### config.mk
export PLATFORM = sky130hd
export DESIGN_NAME = cmp_multi_flat
export DESIGN_NICKNAME = d
export VERILOG_FILES = /design/src/rtl/cmp_pkg.sv /design/src/rtl/cmp_multi_if.sv /design/src/rtl/cmp_cell.sv /design/src/rtl/cmp_multi.sv /design/src/flat_wrapper.sv
export SDC_FILE = /design/constraint.sdc
export NUM_CORES = 1
export LEC_CHECK = 0
export ABC_AREA = 0
export CAP_MARGIN = 5
export CORE_MARGIN = 8
export CORE_UTILIZATION = 24
export DETAILED_ROUTE_END_ITERATION = 12
export DONT_BUFFER_PORTS = 1
export GPL_ROUTABILITY_DRIVEN = 1
export SETUP_SLACK_MARGIN = 0.02
export SLEW_MARGIN = 25
export SYNTH_ARGS = -nofsm -noshare
export SYNTH_HDL_FRONTEND = slang
export SYNTH_SLANG_ARGS = --single-unit
export TNS_END_PERCENT = 30
### constraint.sdc
create_clock -name clk -period 1.56 [get_ports clk]
set_clock_uncertainty 0.1 [all_clocks]
set_input_delay 0.312 -clock clk [delete_from_list [all_inputs] [get_ports clk]]
set_output_delay 0.312 -clock clk [all_outputs]
set_load 0.05 [all_outputs]
### src/rtl/cmp_pkg.sv
// Shared definitions for the multi-channel comparator: mode encoding and widths.
package cmp_pkg;

  localparam int MODE_W = 3;

  typedef enum logic [MODE_W-1:0] {
    CMP_EQ = 3'd0,
    CMP_NE = 3'd1,
    CMP_LT = 3'd2,
    CMP_GT = 3'd3,
    CMP_LE = 3'd4,
    CMP_GE = 3'd5
  } cmp_mode_e;

endpackage

### src/rtl/cmp_multi_if.sv
// Sample/result bus of cmp_multi; master is the producer of samples, slave is the comparator.
interface cmp_multi_if #(
  parameter int DATA_W = 16,
  parameter int CH     = 4,
  parameter int CNT_W  = 8
);
  import cmp_pkg::*;

  // Handshake: in_valid qualifies a/b/mode/sgn for one cycle and is always accepted
  // (no ready, no backpressure); out_valid/agg_valid are single-cycle freshness strobes.
  logic                    in_valid;
  logic [MODE_W-1:0]       mode;
  logic                    sgn;
  logic [CH*DATA_W-1:0]    a;
  logic [CH*DATA_W-1:0]    b;
  logic                    cnt_clr;
  logic                    out_valid;
  logic [CH-1:0]           r;
  logic                    agg_valid;
  logic                    r_any;
  logic                    r_all;
  logic [CH*CNT_W-1:0]     cnt;

  modport master (
    output in_valid, mode, sgn, a, b, cnt_clr,
    input  out_valid, r, agg_valid, r_any, r_all, cnt
  );

  modport slave (
    input  in_valid, mode, sgn, a, b, cnt_clr,
    output out_valid, r, agg_valid, r_any, r_all, cnt
  );

endinterface

### src/rtl/cmp_cell.sv
// One comparator channel: evaluates a OP b under the shared mode and registers the result.
module cmp_cell
  import cmp_pkg::*;
#(
  parameter int DATA_W = 16
) (
  input  logic              clk,
  input  logic              rst,
  input  logic              en,
  input  logic [MODE_W-1:0] mode,
  input  logic              sgn,
  input  logic [DATA_W-1:0] a,
  input  logic [DATA_W-1:0] b,
  output logic              r
);

  // One extra bit lets a single signed compare serve both signed and unsigned modes.
  logic signed [DATA_W:0] a_x;
  logic signed [DATA_W:0] b_x;
  logic                   eq;
  logic                   lt;
  logic                   r_d;
  logic                   r_q;

  assign a_x = {sgn & a[DATA_W-1], a};
  assign b_x = {sgn & b[DATA_W-1], b};
  assign eq  = (a == b);
  assign lt  = (a_x < b_x);

  always_comb begin
    r_d = 1'b0;
    case (mode)
      CMP_EQ:  r_d = eq;
      CMP_NE:  r_d = !eq;
      CMP_LT:  r_d = lt;
      CMP_GT:  r_d = !lt && !eq;
      CMP_LE:  r_d = lt || eq;
      CMP_GE:  r_d = !lt;
      default: r_d = 1'b0;
    endcase
  end

  always_ff @(posedge clk or posedge rst) begin
    if (rst) begin
      r_q <= 1'b0;
    end else if (en) begin
      r_q <= r_d;
    end
  end

  assign r = r_q;

endmodule

### src/rtl/cmp_multi.sv
// Multi-channel registered comparator with any/all reduction and saturating per-channel hit counters.
module cmp_multi
  import cmp_pkg::*;
#(
  parameter int DATA_W = 16,
  parameter int CH     = 4,
  parameter int CNT_W  = 8
) (
  input  logic        clk,
  input  logic        rst,
  cmp_multi_if.slave  bus
);

  logic [CH-1:0]             r_q;
  logic                      out_valid_q;
  logic                      agg_valid_q;
  logic                      r_any_q;
  logic                      r_all_q;
  logic [CH-1:0][CNT_W-1:0]  cnt_q;
  logic [CH-1:0][CNT_W-1:0]  cnt_d;

  for (genvar i = 0; i < CH; i++) begin : g_cell
    cmp_cell #(.DATA_W(DATA_W)) u_cell (
      .clk  (clk),
      .rst  (rst),
      .en   (bus.in_valid),
      .mode (bus.mode),
      .sgn  (bus.sgn),
      .a    (bus.a[i*DATA_W +: DATA_W]),
      .b    (bus.b[i*DATA_W +: DATA_W]),
      .r    (r_q[i])
    );
  end

  always_ff @(posedge clk or posedge rst) begin
    if (rst) begin
      out_valid_q <= 1'b0;
      agg_valid_q <= 1'b0;
      r_any_q     <= 1'b0;
      r_all_q     <= 1'b0;
    end else begin
      out_valid_q <= bus.in_valid;
      agg_valid_q <= out_valid_q;
      if (out_valid_q) begin
        r_any_q <= |r_q;
        r_all_q <= &r_q;
      end
    end
  end

  // Clear takes priority, so a hit landing on the clear edge is dropped.
  always_comb begin
    cnt_d = cnt_q;
    for (int i = 0; i < CH; i++) begin
      if (bus.cnt_clr) begin
        cnt_d[i] = '0;
      end else if (out_valid_q && r_q[i] && (cnt_q[i] != {CNT_W{1'b1}})) begin
        cnt_d[i] = cnt_q[i] + 1'b1;
      end
    end
  end

  always_ff @(posedge clk or posedge rst) begin
    if (rst) begin
      cnt_q <= '0;
    end else begin
      cnt_q <= cnt_d;
    end
  end

  assign bus.out_valid = out_valid_q;
  assign bus.r         = r_q;
  assign bus.agg_valid = agg_valid_q;
  assign bus.r_any     = r_any_q;
  assign bus.r_all     = r_all_q;
  assign bus.cnt       = cnt_q;

endmodule

### src/flat_wrapper.sv
// flat-port wrapper written by rule: the top's interface ports become plain ports
module cmp_multi_flat import cmp_pkg::*;
#(
  parameter int DATA_W = 16,
  parameter int CH     = 4,
  parameter int CNT_W  = 8
)
  (clk, rst, bus_in_valid, bus_mode, bus_sgn, bus_a, bus_b, bus_cnt_clr, bus_out_valid, bus_r, bus_agg_valid, bus_r_any, bus_r_all, bus_cnt);
  cmp_multi_if #(.DATA_W(DATA_W), .CH(CH), .CNT_W(CNT_W)) bus_i ();
  input  logic clk;
  input  logic rst;
  input wire logic [$bits(bus_i.in_valid)-1:0] bus_in_valid;
  input wire logic [$bits(bus_i.mode)-1:0] bus_mode;
  input wire logic [$bits(bus_i.sgn)-1:0] bus_sgn;
  input wire logic [$bits(bus_i.a)-1:0] bus_a;
  input wire logic [$bits(bus_i.b)-1:0] bus_b;
  input wire logic [$bits(bus_i.cnt_clr)-1:0] bus_cnt_clr;
  output wire logic [$bits(bus_i.out_valid)-1:0] bus_out_valid;
  output wire logic [$bits(bus_i.r)-1:0] bus_r;
  output wire logic [$bits(bus_i.agg_valid)-1:0] bus_agg_valid;
  output wire logic [$bits(bus_i.r_any)-1:0] bus_r_any;
  output wire logic [$bits(bus_i.r_all)-1:0] bus_r_all;
  output wire logic [$bits(bus_i.cnt)-1:0] bus_cnt;
  assign bus_i.in_valid = bus_in_valid;
  assign bus_i.mode = bus_mode;
  assign bus_i.sgn = bus_sgn;
  assign bus_i.a = bus_a;
  assign bus_i.b = bus_b;
  assign bus_i.cnt_clr = bus_cnt_clr;
  assign bus_out_valid = bus_i.out_valid;
  assign bus_r = bus_i.r;
  assign bus_agg_valid = bus_i.agg_valid;
  assign bus_r_any = bus_i.r_any;
  assign bus_r_all = bus_i.r_all;
  assign bus_cnt = bus_i.cnt;
  cmp_multi #(.DATA_W(DATA_W), .CH(CH), .CNT_W(CNT_W)) u_core (.clk(clk), .rst(rst), .bus(bus_i));
endmodule
==> results.cfg, run 1 <==
[sta]
slew_violations = 0
worst_slack_ns = -0.194
finalHoldViolCount = 0
maxSlewHeadroom = 0.641
worst_pin_slew_ns = 0.539
fmax_mhz = 570
fin_crit_ns = 1.75
grt_setup_unrepaired = true
setup_violations = 16
timing.final.crit_share = 1.12

[critical_path]
path_class = input pin to flip-flop
cp.arrival_ns = 1.82
cp-start-kind = input pin
critPathMaxStageDelay_ns = 0.30
path_max_fanout = 3
cp_num_buf_inv = 1
crit_required_ns = 1.63
critPathSlowestCell = ha_1
crit_chain = inv_1 -> ha_1 -> nand4_1 -> nor3_2 -> nand2_1 -> mux2_2 -> o2111a_1 -> o32a_1
path_delay_family = simple AND/OR/NAND/NOR gates
critPathCaptureType = flip-flop

[worst_hold_path]
hp-class = input pin to flip-flop

[synthesis]
synth_ff_type = dfrtp_1
synth-edff-count = 0
synthCells = 461
synth-seq-cells = 40
synth_nets = 665
netlist_area_um2 = 3880
synth-async-reset-ratio = 1.00
syn_area_per_cell_um2 = 8.42
synth_warnings = 0
synth_cell_types = 49
ys_seq_area_frac = 0.258

[pwr]
intPower_w = 0.00243
clkPwrFrac = 0.327
switching_share = 0.332
vdd_drop_max_mv = 0.350
p_switching_w = 0.00121
power_w = 0.00364
seqPwrFrac = 0.320
p_per_area_nw_per_um2 = 624
p_leak_nw = 2.51
comb_power_share = 0.353

[drt]
viasPerCell = 4.80
wire_per_inst_um = 16.9
antenna_left = 0
drc = 0
vias = 3615
drt_pass1_iterations = 4
drt-initial-drc-count = 84
wl_um = 12700

[clock_tree]
clk_path_buf_depth = 2
numClockSinks = 40
root_buffer = clkbuf_16
clkTransAtPathRegs_ns = 0.06
cts_buffers = 5
clk_latency_ns = 0.28
cts_tree = built
htree_levels = 2

[floorplanning]
die_w_um = 143
die_y_um = 143
core_um2 = 15800
ios = 176
num_rows = 46
initial_utilization = 0.245
die_area_um2 = 20500

[status]
status = finished, violations left
violations = negative setup slack

[grt]
grt_pass1_vias = 4070
grtUsageTotal = 0.121
grt_pass1_wl_um = 19900
grt_max_degree = 41
overflow = 0
antenna_found_initial = 0

[layout]
diodes = 0
fin_nets = 740
drive_gt1_frac = 0.458
stdcell_count = 753
area_delta_synth_final_pct = 50.2
fin_area_um2 = 5830

[placed_design]
dpl.hpwl_um = 10300
gp_congestion = 0.795
port_buffers = 0
dp.cells = 733
place_area_um2 = 4890

[job]
maxCapViolations = 0
==> worst register-to-register path: cells and delay by family, from the launching register on <==
| family | cells | cell delay, ns |
|---|---|---|
| AO/OA/AOI/OAI | 2 | 0.37 |
| flip-flops | 1 | 0.40 |
| AND/OR/NAND/NOR | 3 | 0.68 |
==> metrics by stage <==
stage | TNS (ns) | hold WS (ns) | utilization | setup slack (ns)
3_5_place_dp | -2.57 | 0.184 | 0.309 | -0.527
2_1_floorplan | -5.43 | 0.243 | - | -0.357
6_report | -0.809 | 0.0276 | 0.369 | -0.194
4_1_cts | -0.760 | 0.0282 | 0.359 | -0.192
5_1_grt | -2.52 | 0.0277 | 0.369 | -0.300
3_3_place_gp | -2.01 | 0.183 | 0.309 | -0.535
==> worst paths after layout <==
kind / start / cells after the start / slack (ns) / to
min in group asynchronous: rst / 3 / 0.44 / u_core.bus.cnt[28]
min reg2reg: u_core.bus.out_valid / 1 / 0.47 / u_core.bus.agg_valid
max reg2reg: u_core.bus.cnt[10] / 5 / -0.07 / u_core.bus.cnt[15]
max: bus_b[40] / 8 / -0.19 / u_core.g_cell[2].u_cell.r
max in group asynchronous: rst / 3 / 0.71 / u_core.bus.cnt[19]
min: bus_in_valid / 1 / 0.03 / u_core.g_cell[0].u_cell.r
==> power by group through the flow <==
stage | clock network [W] | registers, W | logic, W
3_5_place_dp | 0 | 0.00119 | 0.00107
2_1_floorplan | 0 | 0.00130 | 0.000669
3_3_place_gp | 0 | 0.00119 | 0.00103
4_1_cts | 0.00123 | 0.00117 | 0.00124
5_1_grt | 0.00127 | 0.00117 | 0.00143
6_report | 0.00119 | 0.00117 | 0.00128
==> cells in the final DEF, fill, tap and decap left out, types with 3 or more instances in the layout <==
cell type  netlist  routed
nor2_1          34      33
nor3_2           1       3
dfrtp_2          0      22
clkbuf_16        0       5
xnor2_1          7       6
inv_6            0       4
nand2_1         29      22
nand3_2          0       3
nand2_4          0       4
inv_4            0      12
nand3_4          0       4
and3_4           0       3
inv_1           73      35
buf_6            0       3
or3_1           11       9
ha_4             0      41
o21ai_0         17      15
dfrtp_1         40      18
buf_4            4      74
o211ai_1         3       3
xor2_1          16      15
nor2b_1          3       3
a21oi_1         36      27
nor4_4           0       3
nand4_1         17      17
a21oi_2          0       8
mux2i_1          7       7
ha_1            68      27
nand3_1         24      17
a21o_1           7       7
inv_2            0      19
nand2_2          0       3
==> flip-flops by register name, indices dropped and copies added (netlist names) <==
name,count
u_core.bus.cnt,32
u_core.bus.r_any,1
u_core.bus.agg_valid,1
u_core.bus.out_valid,1
u_core.bus.r_all,1
u_core.g_cell.u_cell.r,4
==> routing by layer <==
metal | GRT usage | wire length (µm) | part of all wire
met5 | 0 | 0 | 0
met3 | 0.0481 | 1180 | 0.093
met4 | 0.0364 | 229 | 0.018
met1 | 0.119 | 4570 | 0.36
met2 | 0.226 | 6700 | 0.53
==> layout make-up <==
type | count | area (µm²)
Timing Repair Buffer | 81 | 649
Inverter | 73 | 363
Clock buffer | 5 | 125
Multi-Input combinational cell | 335 | 3350
Fill cell | 1563 | 9990
Tap cell | 216 | 270
Sequential cell | 40 | 1030
Clock inverter | 3 | 46.3
==> synth_stat cells, types with 2 or more instances <==
| library cell | count | area (µm²) |
|---|---|---|
| a21boi_0 | 3 | 22.5 |
| and2_1 | 3 | 18.8 |
| a221o_1 | 2 | 20.0 |
| buf_2 | 2 | 10.0 |
| o21ai_0 | 17 | 85.1 |
| nand4_1 | 17 | 106 |
| o211a_4 | 2 | 35.0 |
| ha_1 | 68 | 851 |
| and3_1 | 5 | 31.3 |
| o211ai_1 | 3 | 22.5 |
| o22ai_1 | 2 | 12.5 |
| nor2b_1 | 3 | 18.8 |
| nand2_1 | 29 | 109 |
| buf_4 | 4 | 30.0 |
| nand3_1 | 24 | 120 |
| dfrtp_1 | 40 | 1000 |
| mux2i_1 | 7 | 70.1 |
| nor2_1 | 34 | 128 |
| a211oi_1 | 4 | 30.0 |
| a31oi_1 | 2 | 12.5 |
| mux2_2 | 3 | 33.8 |
| nand2b_1 | 2 | 12.5 |
| or3_1 | 11 | 68.8 |
| a21o_1 | 7 | 52.6 |
| clkbuf_1 | 7 | 26.3 |
| xnor2_1 | 7 | 61.3 |
| nor4_2 | 4 | 50.1 |
| nor3_1 | 5 | 25.0 |
| a21oi_1 | 36 | 180 |
| inv_1 | 73 | 274 |
| nand4_4 | 2 | 42.5 |
| xor2_1 | 16 | 140 |
==> logic make-up after synthesis <==
family / share of synthesized area
flops: 0.258
xor+xnor: 0.0519
compound gates: 0.154
mux: 0.0267
fa+ha+maj: 0.219
buf+inv: 0.0877
simple gates: 0.202
==> repair_timing <==
action,4_1_cts,5_1_grt
endpoints found under the hold margin,73,0
hold buffers,3,0
pin swaps,77,35
gates resized for setup,104,29
setup endpoints to repair,26,31
setup buffers,6,3
(Power assumes the default switching activity.)
==> run 2: changes to the inputs <==
--- a/config.mk
+++ b/config.mk
@@ -8,13 +8,15 @@
 export ABC_AREA = 0
 export CAP_MARGIN = 5
 export CORE_MARGIN = 8
-export CORE_UTILIZATION = 24
+export CORE_UTILIZATION = 55
 export DETAILED_ROUTE_END_ITERATION = 12
 export DONT_BUFFER_PORTS = 1
 export GPL_ROUTABILITY_DRIVEN = 1
+export PLACE_DENSITY = 0.7
 export SETUP_SLACK_MARGIN = 0.02
 export SLEW_MARGIN = 25
 export SYNTH_ARGS = -nofsm -noshare
 export SYNTH_HDL_FRONTEND = slang
+export SYNTH_HIERARCHICAL = 1
 export SYNTH_SLANG_ARGS = --single-unit
 export TNS_END_PERCENT = 30
==> constraint.sdc (replaced) <==
create_clock -name clk -period 1.75 [get_ports clk]
set_clock_uncertainty 0.1 [all_clocks]
set_input_delay 0.35 -clock clk [delete_from_list [all_inputs] [get_ports clk]]
set_output_delay 0.35 -clock clk [all_outputs]
set_load 0.05 [all_outputs]
==> results.cfg, run 2 <==
[worst_hold_path]
hp-class = input pin to flip-flop

[pwr]
seqPwrFrac = 0.382
comb_power_share = 0.383
vdd_drop_max_mv = 0.309
clkPwrFrac = 0.235
p_leak_nw = 2.34
p_per_area_nw_per_um2 = 473
intPower_w = 0.00176
p_switching_w = 0.000950
switching_share = 0.350

[drt]
met3_length_um = 1200
wl_um = 11500
wire_per_inst_um = 17.6
vias = 3859
drt-initial-drc-count = 154
drt_pass1_iterations = 4
wl_met2_um = 5930
antenna_left = 0
viasPerCell = 5.93
m1WireLength_um = 4130
drc = 0
highest_layer = met4

[floorplanning]
die_y_um = 102
ios = 176
num_rows = 31
die_w_um = 102
core_um2 = 7210
initial_utilization = 0.564
die_area_um2 = 10400

[clock_tree]
clk_latency_ns = 0.29
htree_levels = 2
numClockSinks = 40
cts_buffers = 5
root_buffer = clkbuf_8
clk_path_buf_depth = 2
cts_tree = built
clkTransAtPathRegs_ns = 0.08

[sta]
setup_violations = 0
fmax_mhz = 573
timing.final.crit_share = 0.998
tns_ns = 0
finalHoldViolCount = 0
worst_pin_slew_ns = 0.509
maxSlewHeadroom = 0.652
slew_violations = 0
worst_slack_ns = 0.00422
grt_setup_unrepaired = true
fin_crit_ns = 1.75

[synthesis]
synth_top_area_frac = 0.246
ys_seq_area_frac = 0.246
synth-edff-count = 0
synthCells = 484
synth.area.top_cells = dfrtp_1 (25%), ha_1 (21%), inv_1 (6.7%)
synthTopCellsByCount = inv_1 (73), ha_1 (68), dfrtp_1 (40), nor2_1 (37), nand2_1 (33)
synth_nets = 688
synth_cell_types = 48
yosys.area.top_type = dfrtp_1
synth_most_common_cell = inv_1
netlist_area_um2 = 4070
synth-seq-cells = 40
syn_area_per_cell_um2 = 8.40
synth-async-reset-ratio = 1.00
synth_ff_type = dfrtp_1
synth_warnings = 6

[critical_path]
crit_required_ns = 1.81
cp-start-kind = input pin
crit_chain = inv_6 -> ha_4 -> nand3_2 -> nor4_4 -> nand3_1 -> buf_4 -> o21ai_0 -> nand4b_1 -> a31oi_1
cp.arrival_ns = 1.80
path_class = input pin to flip-flop
path_max_fanout = 3
critPathCaptureType = flip-flop
critPathMaxStageDelay_ns = 0.33
critPathSlowestCell = nor4_4

[grt]
grt_pass1_vias = 4011
overflow = 0
grt_pass1_wl_um = 18600
grt_max_degree = 37
grtUsageTotal = 0.219
antenna_found_initial = 0

[layout]
largest_reg_flops = 32
final_common_cell = buf_4
drive_gt1_frac = 0.429
diodes = 0
fin_area_um2 = 5740
stdcell_count = 651
layout.cells.most_common_list = buf_4 (63), ha_4 (56), nor2_1 (36), nand2_1 (32), inv_1 (25)
fin_nets = 755
area_delta_synth_final_pct = 41.1

[placed_design]
place_ws_ns = -0.298
port_buffers = 0
dp.cells = 640
gp_congestion = 0.836
dpl.hpwl_um = 9600
place_area_um2 = 5520

[status]
status = finished, final reports clean

[job]
maxCapViolations = 0
-- run 2: critical path, delay by kind of cell --
family                   cells  cell delay (ns)
adder cells (fa/ha/maj)      1             0.26
AO/OA/AOI/OAI                2             0.29
AND/OR/NAND/NOR              4             0.72
buffers and inverters        2             0.18
-- run 2: area by class of cell --
type / instances / area [µm²]
Clock buffer: 6 / 82.6
Clock inverter: 2 / 10.0
Fill cell: 470 / 1480
Inverter: 73 / 419
Multi-Input combinational cell: 366 / 3590
Sequential cell: 40 / 1020
Tap cell: 99 / 124
Timing Repair Buffer: 65 / 493
-- run 2: per-stage QoR --
| stage | hold WS, ns | utilization | total power [W] |
|---|---|---|---|
| floorplan | -0.0213 | - | 0.00179 |
| global placement | -0.0195 | 0.765 | 0.00200 |
| detailed placement | -0.0178 | 0.765 | 0.00206 |
| CTS | 0.0110 | 0.783 | 0.00269 |
| global route | 0.000917 | 0.796 | 0.00287 |
| finish | 0.0111 | 0.796 | 0.00272 |
-- run 2: per-layer routing --
metal  vias up  track usage
met5         -            0
met4         0       0.0655
met3        23       0.0851
met2       153        0.397
met1      1823        0.228
li1       1860            -
-- run 2: logic make-up after synthesis --
family | count (synthesis) | share of synthesized area
mux | 7 | 0.0175
buf+inv | 78 | 0.0729
fa+ha+maj | 68 | 0.209
simple gates | 179 | 0.251
xor+xnor | 16 | 0.0345
compound gates | 96 | 0.168
flops | 40 | 0.246
-- run 2: path summary, 6_finish.rpt --
check                      cells after the start                        end  slack [ns]                  from
min reg2reg                                    1           u_core/bus.r_any        0.45  u_core/bus.out_valid
min in group asynchronous                      2  u_core/g_cell[2].u_cell/r        0.34                   rst
min                                            1         u_core/bus.cnt[29]        0.01           bus_cnt_clr
max                                            9  u_core/g_cell[1].u_cell/r       0.004             bus_b[30]
max reg2reg                                    5         u_core/bus.cnt[14]        0.01    u_core/bus.cnt[13]
max in group asynchronous                      3         u_core/bus.cnt[27]        0.59                   rst
-- run 2: what timing repair did --
action / 4_1_cts / 5_1_grt
pin swaps: 4 / 15
endpoints found under the setup margin: 8 / 9
hold buffers: 2 / 0
setup buffers: 1 / 0
endpoints found under the hold margin: 41 / 0
resized for setup: 3 / 20
-- run 2: power groups by stage --
stage | logic [W] | clock network [W] | registers [W]
detailed placement | 0.00100 | 0 | 0.00106
global placement | 0.000949 | 0 | 0.00105
global route | 0.00114 | 0.000681 | 0.00105
finish | 0.00104 | 0.000637 | 0.00104
CTS | 0.00101 | 0.000641 | 0.00104
floorplan | 0.000591 | 0 | 0.00120
==> run 3: changes to the inputs <==
--- a/config.mk
+++ b/config.mk
@@ -14,6 +14,7 @@
 export GPL_ROUTABILITY_DRIVEN = 1
 export PLACE_DENSITY = 0.7
 export SETUP_SLACK_MARGIN = 0.02
+export SKIP_CTS_REPAIR_TIMING = 1
 export SLEW_MARGIN = 25
 export SYNTH_ARGS = -nofsm -noshare
 export SYNTH_HDL_FRONTEND = slang
==> results.cfg, run 3 (synthesized netlist as in run 2, its figures left out) <==
[sta]
setup_violations = 0
fin_crit_ns = 1.75
maxSlewHeadroom = 0.652
timing.final.crit_share = 0.998
fmax_mhz = 572
slew_violations = 0
worst_pin_slew_ns = 0.509
grt_setup_unrepaired = true
finalHoldViolCount = 0

[critical_path]
crit_chain = nand4_1 -> o21ai_1 -> buf_4 -> or4_4 -> a21oi_2
r2r_end = u_core/bus.cnt[14]
path_max_fanout = 5
critPathCapture = u_core/bus.cnt[14]
critPathCaptureType = flip-flop
critPathMaxStageDelay_ns = 0.53
cp.arrival_ns = 1.87
rrSetupSlack_ns = 0.003
path_class = flip-flop to flip-flop
r2r_start = u_core/bus.cnt[13]
critPathSlowestCell = dfrtp_2
startpoint = u_core/bus.cnt[13]
cp-start-kind = flip-flop
crit_required_ns = 1.87
reg2reg_depth = 5

[clock_tree]
clkTransAtPathRegs_ns = 0.08
root_buffer = clkbuf_8
numClockSinks = 40
cts_tree = built
cts_buffers = 5
htree_levels = 2
clk_path_buf_depth = 2
clk_latency_ns = 0.28

[drt]
drt_pass1_iterations = 6
wl_um = 11400
antenna_left = 0
vias = 3863
viasPerCell = 5.93
drt-initial-drc-count = 156
drc = 0
wire_per_inst_um = 17.6

[pwr]
switching_share = 0.348
power_w = 0.00270
p_switching_w = 0.000940
clkPwrFrac = 0.235
vdd_drop_max_mv = 0.310
comb_power_share = 0.380
p_per_area_nw_per_um2 = 474
seqPwrFrac = 0.384
p_leak_nw = 2.33
intPower_w = 0.00176

[floorplanning]
core_um2 = 7210
num_rows = 31
die_y_um = 102
die_w_um = 102
ios = 176
die_area_um2 = 10400
initial_utilization = 0.564

[layout]
diodes = 0
layout.cells.most_common_list = buf_4 (62), ha_4 (55), nor2_1 (36), nand2_1 (33), inv_1 (25)
largest_reg_flops = 32
final_util = 0.788
final_common_cell = buf_4
fin_nets = 755
drive_gt1_frac = 0.417
area_delta_synth_final_pct = 39.8

[status]
status = finished, final reports clean

[grt]
use_met1 = 0.226
grt_pass1_wl_um = 18500
grt_pass1_vias = 4008
grt_max_degree = 37
overflow = 0
busiest_layer = met2
antenna_found_initial = 0
grtUsageTotal = 0.218
use_met3 = 0.0851
met2_usage = 0.396

[job]
maxCapViolations = 0

[placed_design]
port_buffers = 0
gp_congestion = 0.836
dpl.hpwl_um = 9600

[worst_hold_path]
hp-class = input pin to flip-flop
-- run 3: cell count changes in the layout (fill, tap and decap cells not counted), sizes merged --
cell and delta:
buf -1, dlygate4sd3 +1
-- run 3: cell type report --
cell class | count | area (µm²)
Clock inverter | 2 | 10.0
Timing Repair Buffer | 65 | 495
Inverter | 73 | 404
Multi-Input combinational cell | 366 | 3550
Sequential cell | 40 | 1020
Fill cell | 480 | 1530
Clock buffer | 6 | 82.6
Tap cell | 99 | 124
-- run 3: worst min-delay path by stage --
stage	from	endpoint	slack, ns	cells past startpoint
finish	bus_cnt_clr	u_core/bus.cnt[29]	0.02	1
global route	bus_cnt_clr	u_core/bus.cnt[25]	0.002	1
CTS	rst	u_core/g_cell[2].u_cell/r	-0.32	1
detailed placement	rst	u_core/g_cell[2].u_cell/r	-0.02	1
global placement	rst	u_core/g_cell[2].u_cell/r	-0.02	1
floorplan	rst	u_core/g_cell[0].u_cell/r	-0.02	1
-- run 3: critical path, delay by kind of cell (launching register included) --
family / cells / cell delay (ns)
DFF: 1 / 0.53
AOI/OAI and AO/OA: 2 / 0.22
and+or+nand+nor: 2 / 0.67
buffers and inverters: 1 / 0.16
-- run 3: stage by stage --
stage          setup slack (ns)  hold WS [ns]  TNS, ns  std cells  instance area [µm²]
2_1_floorplan            -0.106       -0.0213   -0.893        484                 4960
4_1_cts                  -0.144        -0.324   -0.439        648                 5610
6_report                0.00293        0.0158        0        651                 5690
5_1_grt                 -0.0599       0.00154   -0.237        651                 5690
3_5_place_dp             -0.298       -0.0178    -1.37        640                 5520
3_3_place_gp             -0.217       -0.0195   -0.935        640                 5520
-- run 3: power groups by stage --
stage          combinational, W  sequential (W)  clock [W]
6_report                0.00103         0.00104   0.000635
2_1_floorplan          0.000591         0.00120          0
4_1_cts                 0.00101         0.00104   0.000641
3_5_place_dp            0.00100         0.00106          0
5_1_grt                 0.00113         0.00105   0.000681
3_3_place_gp           0.000949         0.00105          0
-- run 3: per-layer routing --
layer | share of wire | vias up
met5 | 0 | -
met4 | 0.021 | 0
met3 | 0.11 | 24
met2 | 0.51 | 158
met1 | 0.36 | 1820
li1 | - | 1861
